$ cat src/rtl/apb_rr_arbiter.sv
// Round-robin arbiter that shares one APB master port between NUM_REQ requesters.
// Sequences IDLE/SETUP/ACCESS for the granted command and pulses done_o on completion.
module apb_rr_arbiter #(
    parameter int NUM_REQ = 4,
    parameter int ADDR_W  = 32,
    parameter int DATA_W  = 32,
    localparam int IDX_W  = $clog2(NUM_REQ)
) (
    input  logic                      clk,
    input  logic                      reset,
    input  logic [NUM_REQ-1:0]        req_i,
    input  logic [NUM_REQ-1:0]        req_write_i,
    input  logic [NUM_REQ*ADDR_W-1:0] req_addr_i,
    input  logic [NUM_REQ*DATA_W-1:0] req_wdata_i,
    output logic [NUM_REQ-1:0]        gnt_o,
    output logic [NUM_REQ-1:0]        done_o,
    output logic [DATA_W-1:0]         rdata_o,
    output logic                      err_o,
    output logic                      psel_o,
    output logic                      penable_o,
    output logic [ADDR_W-1:0]         paddr_o,
    output logic                      pwrite_o,
    output logic [DATA_W-1:0]         pwdata_o,
    input  logic                      pready_i,
    input  logic [DATA_W-1:0]         prdata_i,
    input  logic                      pslverr_i
);

    localparam logic [1:0] ST_IDLE   = 2'd0;
    localparam logic [1:0] ST_SETUP  = 2'd1;
    localparam logic [1:0] ST_ACCESS = 2'd2;

    logic [1:0]        state_q, state_d;
    logic [IDX_W-1:0]  last_q, last_d;
    logic [IDX_W-1:0]  idx_q, idx_d;
    logic [ADDR_W-1:0] addr_q, addr_d;
    logic              write_q, write_d;
    logic [DATA_W-1:0] wdata_q, wdata_d;

    logic              win_found;
    logic [IDX_W-1:0]  win_idx;
    int                cand;
    logic              bus_active;
    logic [NUM_REQ-1:0] owner_onehot;

    // Search starts just after the last winner so every waiting requester is reached
    // within NUM_REQ grants.
    always_comb begin
        // NOTE: every signal assigned in always_comb gets a default first so no latch is inferred.
        win_found = 1'b0;
        win_idx   = last_q;
        cand      = 0;
        for (int k = 1; k <= NUM_REQ; k++) begin
            cand = (int'(last_q) + k) % NUM_REQ;
            if (!win_found && req_i[IDX_W'(cand)]) begin
                win_found = 1'b1;
                win_idx   = IDX_W'(cand);
            end
        end
    end

    always_comb begin
        state_d = state_q;
        last_d  = last_q;
        idx_d   = idx_q;
        addr_d  = addr_q;
        write_d = write_q;
        wdata_d = wdata_q;
        case (state_q)
            ST_IDLE: begin
                if (win_found) begin
                    state_d = ST_SETUP;
                    last_d  = win_idx;
                    idx_d   = win_idx;
                    addr_d  = req_addr_i[int'(win_idx)*ADDR_W +: ADDR_W];
                    write_d = req_write_i[win_idx];
                    wdata_d = req_wdata_i[int'(win_idx)*DATA_W +: DATA_W];
                end
            end
            ST_SETUP:  state_d = ST_ACCESS;
            ST_ACCESS: if (pready_i) state_d = ST_IDLE;
            default:   state_d = ST_IDLE;
        endcase
    end

    always_ff @(posedge clk or posedge reset) begin
        if (reset) begin
            state_q <= ST_IDLE;
            last_q  <= IDX_W'(NUM_REQ - 1);
            idx_q   <= '0;
            addr_q  <= '0;
            write_q <= 1'b0;
            wdata_q <= '0;
        end else begin
            // NOTE: non-blocking assignments keep every flop sampling pre-edge values.
            state_q <= state_d;
            last_q  <= last_d;
            idx_q   <= idx_d;
            addr_q  <= addr_d;
            write_q <= write_d;
            wdata_q <= wdata_d;
        end
    end

    // Bus-side outputs come only from captured registers so they stay stable
    // while requesters change their command inputs mid-transfer.
    assign bus_active   = (state_q == ST_SETUP) || (state_q == ST_ACCESS);
    assign owner_onehot = NUM_REQ'(1) << idx_q;

    assign psel_o    = bus_active;
    assign penable_o = (state_q == ST_ACCESS);
    assign paddr_o   = bus_active ? addr_q : '0;
    assign pwrite_o  = bus_active ? write_q : 1'b0;
    assign pwdata_o  = write_q ? wdata_q : '0;
    assign gnt_o     = bus_active ? owner_onehot : '0;

    always_comb begin
        done_o  = '0;
        rdata_o = '0;
        err_o   = 1'b0;
        if (state_q == ST_ACCESS && pready_i) begin
            done_o  = owner_onehot;
            rdata_o = write_q ? '0 : prdata_i;
            err_o   = pslverr_i;
        end
    end

endmodule

$ cat config.mk
export PLATFORM = sky130hd
export DESIGN_NAME = apb_rr_arbiter
export DESIGN_NICKNAME = d
export VERILOG_FILES = /design/src/rtl/apb_rr_arbiter.sv
export SDC_FILE = /design/constraint.sdc
export NUM_CORES = 1
export LEC_CHECK = 0
export CAP_MARGIN = 20
export CELL_PAD_IN_SITES_DETAIL_PLACEMENT = 1
export CELL_PAD_IN_SITES_GLOBAL_PLACEMENT = 1
export CORE_AREA = 2 2 160 162
export DETAILED_ROUTE_END_ITERATION = 6
export DIE_AREA = 0 0 162 164
export HOLD_SLACK_MARGIN = 0.1
export PLACE_DENSITY = 0.83
export SLEW_MARGIN = 10
export SYNTH_ARGS = -nofsm -noshare
export SYNTH_HDL_FRONTEND = slang
export SYNTH_SLANG_ARGS = --single-unit
$ cat constraint.sdc
create_clock -name clk -period 7.1 [get_ports clk]
set_clock_uncertainty 0.05 [all_clocks]
set_input_delay 1.42 -clock clk [delete_from_list [all_inputs] [get_ports clk]]
set_output_delay 1.42 -clock clk [all_outputs]
set_load 0.01 [all_outputs]
==> metrics.yaml <==
min_path_type: "flop to flop"
io_pins: 408
slowest_stage: "clkdlybuf4s50_1"
rsz0062_at_grt: "false"
max_freq_ghz: 0.200
final_layout_size_suffix_gt1_frac: 0.0584
endpoint_kind: "output port"
synth.area.top_cells: "dfrtp_1 (32%), mux2i_1 (25%), and2_1 (11%)"
synth_cell_types: 30
comb_power_share: 0.642
syn_inst: 524
syn-num-nets: 827
drc: 0
slew_headroom: 0.304
num-fill-cells: 2807
antenna_left: 0
antennaDiodeCount: 0
synth-seq-cells: 71
ctsResizeCount: 0
avgRoutedWirePerCell_um: 18.9
synthTopCellsByCount: "mux2i_1 (131), and2_1 (97), nand2_1 (75)"
die_w_um: 162
cp.required_ns: 5.63
async_reset_ff_frac: 1.00
fin_tns_setup_ns: 0
yosys_warnings: 0
synth-edff-count: 0
grt_pass1_wl_mm: 34.7
setup_ws_ns: 2.10
ctsHtreeMaxLevel: 3
timing.final.crit_share: 0.704
multi_input_area_um2: 3160
yosysMostFrequentCell: "mux2i_1"
seq_area_frac_synth: 0.332
clk_pin_slew_ns: 0.06
cts_sinks: 71
post-route-min-period_ns: 5.00
synth_top_area_share: 0.323
path_class: "input pin to output port"
cts_buffers: 9
grt_overflow: 0
die_h_um: 164
avgSynthCellArea_um2: 10.2
core_area_um2: 24800
viasPerCell: 4.50
rows: 58
hpwl_mm: 17.8
gp_congestion: 0.754
critical_path.max_fanout: 24
power_frac_clock: 0.145
cts_hold_buf: 0
first_pass_iters: 4
max_slew.worst_pin.slew_ns: 1.04
grt_use_total: 0.169
seqPwrFrac: 0.213
clockRootBuffer: "clkbuf_16"
maxSlewViolCount: 0
dieArea_um2: 26600
swShare: 0.412
wl_mm: 23.3
cpPeakStageDelay_ns: 0.54
postCtsSetupBuffers: 0
drtIter0Drc: 216
irDropWorstVdd_uv: 306
worstPathCellList: "clkdlybuf4s50_1 -> nand2_1 -> nor2_1 -> buf_4 -> and2_1 -> clkdlybuf4s50_1"
syn2layout_area_growth_pct: 83.5
path_buf_inv: 3
cts_tree: "built"
grt_pass1_vias: 6059
dp_slack_ns: 2.05
total_leakage_power_nw: 4.05
start_util: 0.216
worst_ep_arrival_time_ns: 3.53
clk_path_buf_depth: 2
run_status: "finished, final reports clean"
synth_top_area_cell: "dfrtp_1"
power_density_nw_per_um2: 349
clkLatencyLatePin_ns: 0.33
grt_max_degree: 132
cpLargestDelayFamily: "buffers and inverters"
seqCellArea_um2: 1780
hold_violations: 0
antenna_found_initial: 0
numPortBuffers: 407
startpoint_type: "input pin"
synth_area_um2: 5350
setup_viol: 0
p_int_mw: 2.02
cpMostUsedCell: "clkdlybuf4s50_1"
synth_top_flop_cell: "dfrtp_1"
vias: 5561
switchingPower_mw: 1.41
cap_violations: 0
layout.nets: 1205
==> layout by cell type, fill, tap and decap left out, drive strengths merged, types with 2 or more instances in the layout <==
cell type	netlist	routed
a21oi	5	5
clkbuf	18	10
inv	5	4
buf	24	6
clkinv	0	4
nor2	8	8
nand2	75	75
nor3	3	3
and2	97	97
nor2b	2	2
clkdlybuf4s50	0	407
mux2i	131	131
dfstp	2	2
o21ai	2	2
bufinv	0	2
o221ai	66	66
dfrtp	69	69
ha	3	3
nand2b	2	2
==> layout make-up <==
class / instances / share of cell area
multi-input combinational: 402 / 0.322
sequential: 71 / 0.181
clock buffer: 10 / 0.0233
clock inverter: 6 / 0.00879
timing repair buffer: 413 / 0.421
tap: 330 / 0.0420
inverter: 5 / 0.00204
==> worst reg2reg max path, cell delays in order (launching register included) <==
cell and delay (ns):
dfstp_2 0.57, inv_2 0.06, a2bb2oi_1 0.16, o221ai_4 0.21
buf_12 0.65, mux2i_1 0.55, o221ai_1 0.19
==> state kept, by name (all words and copies together) (netlist names) <==
signal and count:
addr_q 32, last_q 2, state_q 2, wdata_q 32, idx_q 2, write_q 1
==> power by group through the flow <==
stage               registers, mW  logic (mW)  clock network, mW
global placement            0.726        2.20                  0
CTS                         0.732        2.26              0.514
finish                      0.730        2.20              0.498
detailed placement          0.739        2.24                  0
floorplan                   0.694        1.46                  0
global route                0.756        2.39              0.535
==> metrics by stage <==
stage | utilization | hold WS, ns | instances | power (mW) | area [µm²]
3_5_place_dp | 0.383 | 0.417 | 1221 | 2.98 | 9500
3_3_place_gp | 0.383 | 0.410 | 1220 | 2.93 | 9500
5_1_grt | 0.396 | 0.453 | 1237 | 3.68 | 9820
4_1_cts | 0.396 | 0.438 | 1237 | 3.50 | 9820
2_1_floorplan | - | 0.398 | 524 | 2.16 | 5350
6_report | 0.396 | 0.432 | 1237 | 3.43 | 9820
==> final timing paths <==
kind / endpoint / depth (start not counted) / slack (ns) / from
min reg2reg: addr_q[22] / 2 / 0.43 / addr_q[22]
max in group asynchronous: addr_q[29] / 3 / 4.64 / reset
min: addr_q[22] / 2 / 0.43 / addr_q[22]
min in group asynchronous: addr_q[21] / 3 / 1.65 / reset
max reg2reg: addr_q[2] / 6 / 4.48 / last_q[0]
max: rdata_o[28] / 6 / 2.10 / pready_i
==> cells by family (layout without fill, tap and decap cells) <==
family / count (synthesis) / count (layout) / synth area share
AO/OA/AOI/OAI: 76 / 76 / 0.147
buffers and inverters: 51 / 434 / 0.0823
adder cells (fa/ha/maj): 3 / 3 / 0.00702
multiplexers: 131 / 131 / 0.245
flip-flops: 71 / 71 / 0.332
AND/OR/NAND/NOR: 192 / 192 / 0.186
==> layer usage <==
layer	vias to the layer above	part of all wire	global-route usage	routed length (µm)
li1	2646	-	-	-
met1	2653	0.41	0.198	9560
met2	243	0.50	0.303	11600
met3	19	0.077	0.0515	1800
met4	0	0.015	0.0394	349
met5	-	0	0	0
Power figures use the tool's default switching activity.
